### config.mk
export PLATFORM = sky130hd
export DESIGN_NAME = idelay_tap_ctrl_flat
export DESIGN_NICKNAME = d
export VERILOG_FILES = /design/src/rtl/idelay_tap_ctrl_if.sv /design/src/rtl/idelay_tap_ctrl.sv /design/src/flat_wrapper.sv
export SDC_FILE = /design/constraint.sdc
export NUM_CORES = 1
export LEC_CHECK = 0
export ABC_AREA = 1
export ABC_CLOCK_PERIOD_IN_PS = 2900
export BUFFER_PORTS_ARGS = -buffer_cell sky130_fd_sc_hd__buf_2
export CORE_MARGIN = 1.5
export CORE_UTILIZATION = 60
export CTS_BUF_LIST = sky130_fd_sc_hd__clkbuf_8
export CTS_CLUSTER_DIAMETER = 100
export CTS_CLUSTER_SIZE = 28
export DETAILED_ROUTE_END_ITERATION = 10
export PLACE_DENSITY = 0.83
export SLEW_MARGIN = 25
export SYNTH_ARGS = -nofsm -noshare
export SYNTH_HDL_FRONTEND = slang
export SYNTH_SLANG_ARGS = --single-unit
### constraint.sdc
create_clock -name clk_i -period 2.9 [get_ports clk_i]
set_clock_uncertainty 0.2 [all_clocks]
set_input_delay 0.145 -clock clk_i [delete_from_list [all_inputs] [get_ports clk_i]]
set_output_delay 0.145 -clock clk_i [all_outputs]
set_load 0.02 [all_outputs]
### src/rtl/idelay_tap_ctrl_if.sv
// ---------------------------------------------------------------------------
// idelay_tap_ctrl_if
//
// Command bus between the calibration logic (master) and the IDELAY tap
// sequencer (slave). The calibration side posts one tap command at a time and
// watches for the completion pulse, the sticky readback error and the tap
// value the sequencer believes the delay line currently holds.
//
// Signals:
//   cmdValid   master -> slave  command request, held until accepted
//   cmdReady   slave -> master  sequencer is idle and will take a command
//   cmdOp      master -> slave  00 LOAD, 01 INC, 10 DEC, 11 reserved (no-op)
//   cmdArg     master -> slave  LOAD value, or step count for INC/DEC
//   done       slave -> master  one-cycle pulse when a command has finished
//   err        slave -> master  sticky readback mismatch
//   tapShadow  slave -> master  tap value the sequencer expects in the line
// ---------------------------------------------------------------------------
interface idelay_tap_ctrl_if #(
   parameter int TAP_W = 9
);

   logic             cmdValid;
   logic             cmdReady;
   logic [1:0]       cmdOp;
   logic [TAP_W-1:0] cmdArg;
   logic             done;
   logic             err;
   logic [TAP_W-1:0] tapShadow;

   // Calibration logic that issues tap commands
   modport master (
      output cmdValid,
      output cmdOp,
      output cmdArg,
      input  cmdReady,
      input  done,
      input  err,
      input  tapShadow
   );

   // Tap sequencer that executes them
   modport slave (
      input  cmdValid,
      input  cmdOp,
      input  cmdArg,
      output cmdReady,
      output done,
      output err,
      output tapShadow
   );

endinterface

### src/rtl/idelay_tap_ctrl.sv
// ---------------------------------------------------------------------------
// idelay_tap_ctrl
//
// Owns the control pins of one IDELAYE3 instance running in VAR_LOAD / COUNT
// mode and turns single tap commands (LOAD value, INC by N, DEC by N) into a
// legal pin sequence: EN_VTC is dropped, a settle time elapses, the LOAD or
// CE/INC pulses are issued with idle gaps between them, CNTVALUEOUT is
// optionally read back, and EN_VTC is restored with a one-cycle DONE pulse.
//
// Optional feature (compile-time macro IDELAY_TAP_CTRL_READBACK_EN):
//   defined   - after the last pulse the sequencer waits RB_WAIT cycles,
//               compares CNTVALUEOUT with its shadow tap value and raises a
//               sticky error on mismatch.
//   undefined - readback is skipped, err is tied low and dlyCntValueOut_i is
//               ignored; every command finishes RB_WAIT+1 cycles sooner.
//
// Ports:
//   clk_i              control clock, shared with the IDELAYE3 CLK
//   rstN_i             synchronous active-low reset
//   cmd                command bus (slave side of idelay_tap_ctrl_if)
//   dlyLoad_o          IDELAYE3 LOAD
//   dlyCe_o            IDELAYE3 CE
//   dlyInc_o           IDELAYE3 INC
//   dlyCntValueIn_o    IDELAYE3 CNTVALUEIN
//   dlyEnVtc_o         IDELAYE3 EN_VTC
//   dlyCntValueOut_i   IDELAYE3 CNTVALUEOUT
//
// Parameters:
//   TAP_W       tap/count width, max tap = 2^TAP_W-1
//   VTC_SETTLE  cycles EN_VTC is held low before the first control pulse
//   STEP_GAP    idle cycles after every CE or LOAD pulse
//   RB_WAIT     cycles between the last pulse and the CNTVALUEOUT sample
// ---------------------------------------------------------------------------
module idelay_tap_ctrl #(
   parameter int TAP_W      = 9,
   parameter int VTC_SETTLE = 8,
   parameter int STEP_GAP   = 2,
   parameter int RB_WAIT    = 3
) (
   input  logic             clk_i,
   input  logic             rstN_i,
   idelay_tap_ctrl_if.slave cmd,
   output logic             dlyLoad_o,
   output logic             dlyCe_o,
   output logic             dlyInc_o,
   output logic [TAP_W-1:0] dlyCntValueIn_o,
   output logic             dlyEnVtc_o,
   input  logic [TAP_W-1:0] dlyCntValueOut_i
);

   // One shared down-counter serves the settle wait, the inter-pulse gap and
   // the readback wait, so it is sized for the largest of the three.
   localparam int CNT_MAX_A = (VTC_SETTLE > STEP_GAP) ? VTC_SETTLE : STEP_GAP;
   localparam int CNT_MAX   = (CNT_MAX_A > RB_WAIT) ? CNT_MAX_A : RB_WAIT;
   localparam int CNT_W     = (CNT_MAX < 1) ? 1 : $clog2(CNT_MAX + 1);

   localparam logic [TAP_W-1:0] TAP_MAX = '1;

   typedef enum logic [1:0] {
      OP_LOAD = 2'b00,
      OP_INC  = 2'b01,
      OP_DEC  = 2'b10,
      OP_NOP  = 2'b11
   } op_t;

   typedef enum logic [3:0] {
      S_IDLE,
      S_VTC_OFF,
      S_WAIT_VTC,
      S_LOAD,
      S_STEP,
      S_GAP,
      S_CHECK,
      S_VTC_ON
   } state_t;

   state_t           state_q;
   op_t              op_q;
   logic [TAP_W-1:0] arg_q;
   logic [TAP_W-1:0] remain_q;
   logic [CNT_W-1:0] cnt_q;
   logic [TAP_W-1:0] shadow_q;
   logic             ready_q;
   logic             done_q;
   logic             load_q;
   logic             ce_q;
   logic             inc_q;
   logic [TAP_W-1:0] cntIn_q;
   logic             enVtc_q;

   logic [TAP_W-1:0] headroom;
   logic [TAP_W-1:0] remain_d;
   logic             waitDone;
   logic             gapDone;
   logic             startLoad;
   logic             startStep;
   logic             finishSteps;

   // The step count is clipped against the shadow tap at acceptance time so
   // the delay line can never be walked past either end. LOAD and the
   // reserved op carry no steps at all.
   always_comb begin
      headroom = TAP_MAX - shadow_q;
      remain_d = '0;
      case (cmd.cmdOp)
         OP_INC:  remain_d = (cmd.cmdArg > headroom) ? headroom : cmd.cmdArg;
         OP_DEC:  remain_d = (cmd.cmdArg > shadow_q) ? shadow_q : cmd.cmdArg;
         default: remain_d = '0;
      endcase
   end

   // Decisions shared by several states: the end of the settle wait and the
   // end of an inter-pulse gap both lead either to another pulse or to the
   // wrap-up. With STEP_GAP of zero the pulse state itself ends the gap.
   always_comb begin
      waitDone    = (state_q == S_WAIT_VTC) && (cnt_q == '0);
      gapDone     = ((state_q == S_GAP) && (cnt_q == '0)) ||
                    (((state_q == S_LOAD) || (state_q == S_STEP)) && (STEP_GAP == 0));
      startLoad   = waitDone && (op_q == OP_LOAD);
      startStep   = ((waitDone && (op_q != OP_LOAD)) || gapDone) && (remain_q != '0);
      finishSteps = ((waitDone && (op_q != OP_LOAD)) || gapDone) && (remain_q == '0);
   end

`ifdef IDELAY_TAP_CTRL_READBACK_EN
   logic err_q;
`endif

   // Main sequencer. All pin outputs are registered and change on the same
   // edge that enters the state they belong to, so a pulse lasts exactly the
   // one cycle spent in LOAD or STEP. The pulse / wrap-up transitions are
   // applied after the per-state case so they take precedence over it.
   always_ff @(posedge clk_i) begin
      if (!rstN_i) begin
         state_q  <= S_IDLE;
         op_q     <= OP_NOP;
         arg_q    <= '0;
         remain_q <= '0;
         cnt_q    <= '0;
         shadow_q <= '0;
         ready_q  <= 1'b1;
         done_q   <= 1'b0;
         load_q   <= 1'b0;
         ce_q     <= 1'b0;
         inc_q    <= 1'b0;
         cntIn_q  <= '0;
         enVtc_q  <= 1'b1;
`ifdef IDELAY_TAP_CTRL_READBACK_EN
         err_q    <= 1'b0;
`endif
      end else begin
         done_q <= 1'b0;
         load_q <= 1'b0;
         ce_q   <= 1'b0;

         case (state_q)
            S_IDLE: begin
               if (cmd.cmdValid) begin
                  op_q     <= op_t'(cmd.cmdOp);
                  arg_q    <= cmd.cmdArg;
                  remain_q <= remain_d;
                  ready_q  <= 1'b0;
                  enVtc_q  <= 1'b0;
`ifdef IDELAY_TAP_CTRL_READBACK_EN
                  err_q    <= 1'b0;
`endif
                  state_q  <= S_VTC_OFF;
               end
            end

            S_VTC_OFF: begin
               cnt_q   <= CNT_W'(VTC_SETTLE);
               state_q <= S_WAIT_VTC;
            end

            S_WAIT_VTC: begin
               if (cnt_q != '0) begin
                  cnt_q <= cnt_q - 1'b1;
               end
            end

            S_LOAD, S_STEP: begin
               if (STEP_GAP != 0) begin
                  cnt_q   <= CNT_W'(STEP_GAP - 1);
                  state_q <= S_GAP;
               end
            end

            S_GAP: begin
               if (cnt_q != '0) begin
                  cnt_q <= cnt_q - 1'b1;
               end
            end

`ifdef IDELAY_TAP_CTRL_READBACK_EN
            S_CHECK: begin
               if (cnt_q != '0) begin
                  cnt_q <= cnt_q - 1'b1;
               end else begin
                  if (dlyCntValueOut_i != shadow_q) begin
                     err_q <= 1'b1;
                  end
                  enVtc_q <= 1'b1;
                  done_q  <= 1'b1;
                  state_q <= S_VTC_ON;
               end
            end
`endif

            S_VTC_ON: begin
               ready_q <= 1'b1;
               inc_q   <= 1'b0;
               state_q <= S_IDLE;
            end

            default: begin
               state_q <= S_IDLE;
            end
         endcase

         if (startLoad) begin
            load_q   <= 1'b1;
            ce_q     <= 1'b1;
            inc_q    <= 1'b0;
            cntIn_q  <= arg_q;
            shadow_q <= arg_q;
            state_q  <= S_LOAD;
         end

         if (startStep) begin
            ce_q     <= 1'b1;
            inc_q    <= (op_q == OP_INC);
            shadow_q <= (op_q == OP_INC) ? shadow_q + 1'b1 : shadow_q - 1'b1;
            remain_q <= remain_q - 1'b1;
            state_q  <= S_STEP;
         end

         if (finishSteps) begin
`ifdef IDELAY_TAP_CTRL_READBACK_EN
            cnt_q   <= CNT_W'(RB_WAIT);
            state_q <= S_CHECK;
`else
            enVtc_q <= 1'b1;
            done_q  <= 1'b1;
            state_q <= S_VTC_ON;
`endif
         end
      end
   end

   // Without readback the delay line's count output has no consumer.
`ifdef IDELAY_TAP_CTRL_READBACK_EN
   assign cmd.err = err_q;
`else
   logic unusedCntOut;
   assign unusedCntOut = ^dlyCntValueOut_i;
   assign cmd.err      = 1'b0;
`endif

   // Output wiring; every value below is a register.
   assign cmd.cmdReady    = ready_q;
   assign cmd.done        = done_q;
   assign cmd.tapShadow   = shadow_q;
   assign dlyLoad_o       = load_q;
   assign dlyCe_o         = ce_q;
   assign dlyInc_o        = inc_q;
   assign dlyCntValueIn_o = cntIn_q;
   assign dlyEnVtc_o      = enVtc_q;

endmodule

### src/flat_wrapper.sv
// flat-port wrapper written by rule: the top's interface ports become plain ports
module idelay_tap_ctrl_flat 
#(
   parameter int TAP_W      = 9,
   parameter int VTC_SETTLE = 8,
   parameter int STEP_GAP   = 2,
   parameter int RB_WAIT    = 3
)
  (clk_i, rstN_i, dlyLoad_o, dlyCe_o, dlyInc_o, dlyCntValueIn_o, dlyEnVtc_o, dlyCntValueOut_i, cmd_cmdValid, cmd_cmdOp, cmd_cmdArg, cmd_cmdReady, cmd_done, cmd_err, cmd_tapShadow);
  idelay_tap_ctrl_if #(.TAP_W(TAP_W)) cmd_i ();
  input  logic clk_i;
  input  logic rstN_i;
  output logic dlyLoad_o;
  output logic dlyCe_o;
  output logic dlyInc_o;
  output logic [TAP_W-1:0] dlyCntValueIn_o;
  output logic dlyEnVtc_o;
  input  logic [TAP_W-1:0] dlyCntValueOut_i;
  input wire logic [$bits(cmd_i.cmdValid)-1:0] cmd_cmdValid;
  input wire logic [$bits(cmd_i.cmdOp)-1:0] cmd_cmdOp;
  input wire logic [$bits(cmd_i.cmdArg)-1:0] cmd_cmdArg;
  output wire logic [$bits(cmd_i.cmdReady)-1:0] cmd_cmdReady;
  output wire logic [$bits(cmd_i.done)-1:0] cmd_done;
  output wire logic [$bits(cmd_i.err)-1:0] cmd_err;
  output wire logic [$bits(cmd_i.tapShadow)-1:0] cmd_tapShadow;
  assign cmd_i.cmdValid = cmd_cmdValid;
  assign cmd_i.cmdOp = cmd_cmdOp;
  assign cmd_i.cmdArg = cmd_cmdArg;
  assign cmd_cmdReady = cmd_i.cmdReady;
  assign cmd_done = cmd_i.done;
  assign cmd_err = cmd_i.err;
  assign cmd_tapShadow = cmd_i.tapShadow;
  idelay_tap_ctrl #(.TAP_W(TAP_W), .VTC_SETTLE(VTC_SETTLE), .STEP_GAP(STEP_GAP), .RB_WAIT(RB_WAIT)) u_core (.clk_i(clk_i), .rstN_i(rstN_i), .cmd(cmd_i), .dlyLoad_o(dlyLoad_o), .dlyCe_o(dlyCe_o), .dlyInc_o(dlyInc_o), .dlyCntValueIn_o(dlyCntValueIn_o), .dlyEnVtc_o(dlyEnVtc_o), .dlyCntValueOut_i(dlyCntValueOut_i));
endmodule
* Yosys cells after proc, flatten, opt, wreduce, memory -nomap -nowiden
Cells that the tools add are included.
** Storage, ports and cells
- Logic and storage cells :: 90
- Output and inout bits :: 25
- Register bits :: 52
** Operators by class
- Mux-type cells :: 24
- Add/subtract/negate cells :: 5
- Reductions and logical operators :: 30
- Bitwise logic cells :: 2
- Magnitude comparators :: 2
- Equal/unequal tests :: 13
** Operators with widths (count)
- $mux 9 :: 8
- $gt 9x9->1 :: 2
- $pmux 9 s2 :: 1
- $sub 9x1->9 const B :: 2
- $pmux 4 s4 :: 1
- $eq 4x3->1 const B :: 3
- $pmux 4 s3 :: 1
- $reduce_and 2->1 :: 6
- $reduce_bool 2->1 :: 5
- $add 9x1->9 const B :: 1
- $logic_not 9->1 :: 1
- $mux 3 :: 3
- $reduce_bool 9->1 :: 1
- $sub 9x9->9 const A :: 1
- $eq 4x2->1 const B :: 2
- $logic_not 4->1 :: 2
- $mux 4 :: 2
- $mux 1 :: 7
- $logic_and 1x1->1 :: 6
- $reduce_bool 3->1 :: 2
- $reduce_or 2->1 :: 3
- $ne 5x2->1 const B :: 1
- $eq 2x1->1 const B :: 2
- $eq 4x1->1 const B :: 1
- other kinds (11) :: 12

* Longest topological paths before layout
- Word-level depth :: 7
- Mapped depth :: 15
- Gate-level depth less buffers :: 15

* Least setup slack after synthesis
No wires, ideal clock.
- Kind :: register to register
- Start :: register u_core.shadow_q[4] (netlist: u_core.cmd.tapShadow[4])
- End :: register u_core.remain_q[0]
- Data required time :: 2.568 ns
- Buffers on the path :: 0
- Clock period less this slack :: 2.280 ns
- Path slack :: 0.620 ns
- Arrival :: 1.948 ns
- Stages on the path, launching flop included :: 13
- Cells stage by stage :: dfxtp_1 -> inv_1 -> ha_1 -> nor2_1 -> nand2_1 -> nor2_1 -> nand3_1 -> nand2_1 -> nand2_1 -> nand3_1 -> nand2_1 -> nand2_1 -> a21oi_1
** On the way
- Word-level cells in the longest chain between the ends :: 7
- Elaborated cells between the ends (all ways) :: 9
- Those cells by class :: add/sub (1); order compare (2); mux (6)
** RTL lines
- start: declaration :: RTL line idelay_tap_ctrl.sv:82 : logic [TAP_W-1:0] shadow_q;
- start signal: assignment :: RTL line idelay_tap_ctrl.sv:225 : shadow_q <= arg_q;
- start signal: assignment :: RTL line idelay_tap_ctrl.sv:232 : shadow_q <= (op_q == OP_INC) ? shadow_q + 1'b1 : shadow_q - 1'b1;
- $sub 9x9->9 :: RTL line idelay_tap_ctrl.sv:103 : headroom = TAP_MAX - shadow_q;
- $gt 9x9->1 :: RTL line idelay_tap_ctrl.sv:106 : OP_INC: remain_d = (cmd.cmdArg > headroom) ? headroom : cmd.cmdArg;
- $mux 9 :: RTL line idelay_tap_ctrl.sv:106
- $pmux 9 s2 * :: RTL line idelay_tap_ctrl.sv:105 : case (cmd.cmdOp)
- $mux 9 * :: RTL line idelay_tap_ctrl.sv:157 : if (cmd.cmdValid) begin
- $mux 9 * :: RTL line idelay_tap_ctrl.sv:155 : case (state_q)
- $mux 9 * :: RTL line idelay_tap_ctrl.sv:229 : if (startStep) begin
- end signal: assignment :: RTL line idelay_tap_ctrl.sv:160 : remain_q <= remain_d;
- end signal: assignment :: RTL line idelay_tap_ctrl.sv:233 : remain_q <= remain_q - 1'b1;
- end: declaration :: RTL line idelay_tap_ctrl.sv:80 : logic [TAP_W-1:0] remain_q;
Every way passes the cells marked *; elsewhere a longest branch is shown, timed or not. The select of a mux whose other input is x is not followed.
A chain may end at the register's enable or synchronous reset.

* Final worst setup path
- Start :: register u_core.shadow_q[8] (netlist: u_core.cmd.tapShadow[8])
- End :: register u_core.remain_q[7]
Same word-level chain as after synthesis.

==> metrics.md <==
| Metric | Value |
|---|---|
| Status | `finished clean` |
| Layout cells sized above 1 | `12.43%` |
| Setup Viol. Count Final | `0` |
| Die Ht | `78.56 µm` |
| Vias | `3,609` |
| Largest net degree at the start of global routing | `31` |
| Mapped Cells | `521` |
| Initial antenna violation count | `0` |
| H-tree levels | `2` |
| Clk sinks | `51` |
| CP Max Fanout | `10` |
| Crit share post-route | `89.15%` |
| Ant diodes | `0` |
| Pre-antenna DRT Iters | `5` |
| # DRC | `0` |
| CTS Buf Count | `5` |
| Max clock buf depth | `2` |
| Place WS | `0.4082 ns` |
| Least-Margin Pin Slew | `0.9774 ns` |
| Row count | `27` |
| Core footprint | `5507 µm²` |
| Highest clock rate | `386.8 MHz` |
| Yosys warnings | `0` |
| Area occupied by multi-input gates | `2057 µm²` |
| Synthesized area per cell | `6.575 µm²` |
| Setup TNS Final | `0 ns` |
| Fillers | `475` |
| Detail Route Antenna Nets | `0` |
| Crit path launch type | `flip-flop` |
| Vias in the first global route | `3,294` |
| Switching Share | `48.56%` |
| Most instantiated library cell after synthesis | `nand2_1` |
| Hold Path Class | `in2reg` |
| Via-to-Cell Ratio | `5.613` |
| Dpl cells | `626` |
| Most used cell, CP | `nand2_1` |
| Dominant cell type by area after synthesis | `dfxtp_1` |
| Post-route worst setup slack | `0.3146 ns` |
| CP delay by family, top | `simple AND/OR/NAND/NOR gates` |
| Logic pwr share | `55.9%` |
| First-pass GRT wire length | `14.45 mm` |
| Cell area after synthesis | `3426 µm²` |
| Final min period | `2.585 ns` |
| Port bufs | `37` |
| Pwr dens | `835.9 nW/µm²` |
| Crit end category | `flip-flop` |
| P&R area growth vs syn | `13.51%` |
| CP max stage delay | `0.44 ns` |
| Register area share after synthesis | `29.80%` |
| RSZ-0062 raised after global routing | `no` |
| GRT Overall Usage | `29.25%` |
| Nets | `625` |
| Setup CP Type | `reg2reg` |
| Synth cell types | `37` |
| IO Pins | `48` |
| Fin area | `3889 µm²` |
| Peak VDD IR | `0.0005834 V` |
| Arrival @ worst endpoint | `2.54 ns` |
| Dominant cells by area after synthesis | `dfxtp_1, nand2_1, ha_1, nand3_1, inv_1` |
| EDFF count, synth | `0` |
| Drt total wl | `8.954 mm` |
| Async S/R FF share, synth | `0%` |
| Post-CTS Hold Fix Bufs | `10` |
| Clk root buf | `clkbuf_8` |
| Gr ovfl total | `0` |
| Static Leak | `1.962 nW` |
| Final Hold Fails | `0` |
| Area post-placement | `3706 µm²` |
| CTS tree | `done` |
| Flop-to-flop setup slack | `0.31 ns` |
| Post-DP HPWL | `6.509 mm` |
| Synth Flop Type | `dfxtp_1` |
| Die W | `78.56 µm` |
| Max-Slew Margin vs Limit | `34.77%` |
| Routability cong. | `0.9340` |
| Initial drt markers | `229` |
| Clock slew at reported path FFs | `0.09 ns` |
| Max Cap Violations | `0` |
| Clk network pwr share | `12.5%` |
| Final Non-Filler Cells | `643` |
| Switching power | `0.001579 W` |
| Worst endpoint required time | `2.85 ns` |
| Internal Dissipation | `0.001672 W` |
| WL/cell | `13.93 µm` |
| Slew Limit Fails | `0` |
| Worst-path cell chain | `inv_1, ha_1, inv_1, a21o_1, nor2_1, nand3_2, nand2_1, nand2_1, nand3_1, nand2_1, nand2_1, a21oi_1` |
| Post-synth top area share | `29.80%` |
| Post-synth top cells | `nand2_1, inv_1, nand3_1` |
| Share of power burned in registers | `31.6%` |
| Initial core utilization | `62.21%` |
| Post-CTS Setup Bufs | `0` |
| Sequential Area | `1021 µm²` |
| Yosys reg bits | `51` |
| Fin Hold WS | `0.004808 ns` |
| Syn Nets | `575` |
| Buf/Inv on CP | `2` |
| Clock latency on the worst-skew pair | `0.31 ns` |
| Cts repair resizes | `0` |
| Critical-path top delay cell | `dfxtp_1` |
| Die ar. | `6172 µm²` |
==> sequential cells by signal, summed over array words and instances (netlist names) <==
register / flops
u_core.dlyCntValueIn_o: 9
u_core.state_q: 3
u_core.cmd.cmdReady: 1
u_core.dlyInc_o: 1
u_core.cnt_q: 4
u_core.dlyCe_o: 1
u_core.dlyEnVtc_o: 1
u_core.dlyLoad_o: 1
u_core.arg_q: 9
u_core.cmd.done: 1
u_core.op_q: 2
u_core.cmd.tapShadow: 9
u_core.remain_q: 9
==> through the flow <==
step	utilization, %	power (W)
global route	70.62	0.003520
detailed placement	67.30	0.002790
finish	70.62	0.003250
CTS	70.62	0.003218
floorplan	-	0.002374
global placement	67.30	0.002707
==> logic make-up after synthesis <==
group | after synthesis | synth area share (%)
flops | 51 | 29.80
other cells | 1 | 0.1095
simple gates | 252 | 32.94
compound gates | 93 | 14.43
fa+ha+maj | 31 | 11.54
buf+inv | 89 | 10.15
xor+xnor | 4 | 1.023
==> cells in the final DEF, fill, tap and decap left out, drive strengths merged, types with 2 or more instances in the layout <==
cell type / synthesis / routed
nor3: 6 / 6
nand2: 133 / 133
nor4: 2 / 2
a21oi: 49 / 49
nor2: 37 / 37
clkbuf: 8 / 5
o21ai: 29 / 29
dfxtp: 51 / 51
nand3b: 2 / 2
ha: 30 / 30
buf: 5 / 46
inv: 76 / 76
or2: 2 / 2
a21o: 2 / 2
nand3: 70 / 70
a31oi: 7 / 7
dlygate4sd3: 0 / 10
xor2: 4 / 4
clkinv: 0 / 2
o211ai: 2 / 2
==> power by group through the flow <==
| stage | Sequential (W) | Combinational (W) | Clock (W) |
|---|---|---|---|
| 2_1_floorplan | 0.00108 | 0.00130 | 0 |
| 6_report | 0.00103 | 0.00182 | 0.000405 |
| 3_5_place_dp | 0.00103 | 0.00175 | 0 |
| 4_1_cts | 0.00102 | 0.00179 | 0.000410 |
| 3_3_place_gp | 0.00103 | 0.00168 | 0 |
| 5_1_grt | 0.00105 | 0.00203 | 0.000438 |
==> per-layer routing <==
layer	wire, µm	track usage, %	part of all wire, %	vias to the layer above
li1	-	-	-	1795
met5	0	0	0	-
met4	257	11.25	2.9	0
met1	3772	35.31	42	1648
met2	4438	52.24	50	138
met3	485	3.837	5.4	28
==> layout make-up <==
cell class                 count  share of cell area, %
clock buffer                   5                  1.770
sequential                    51                  26.25
inverter                      76                  7.336
clock inverter                 2                 0.3539
multi-input combinational    381                  52.90
tap                           72                  2.317
timing repair buffer          56                  9.073
==> worst register-to-register path, delay by kind of cell (launching register included) <==
family,cells,cell delay (ns)
AOI/OAI and AO/OA,2,0.21
adders and majority gates,1,0.35
and+or+nand+nor,7,1.05
buffers and inverters,2,0.18
DFF,1,0.44
==> worst paths after layout <==
check,startpoint,to,cells past startpoint
worst max-delay path,u_core.cmd.tapShadow[8]$_SDFFE_PN0N_,u_core.remain_q[7]$_SDFFE_PN0P_,12
worst min register to register,u_core.dlyCntValueIn_o[3]$_SDFFE_PN0P_,u_core.dlyCntValueIn_o[3]$_SDFFE_PN0P_,2
worst max register to register,u_core.cmd.tapShadow[8]$_SDFFE_PN0N_,u_core.remain_q[7]$_SDFFE_PN0P_,12
worst min-delay path,cmd_cmdArg[6],u_core.arg_q[6]$_SDFFE_PN0P_,3
(Power assumes the default switching activity.)
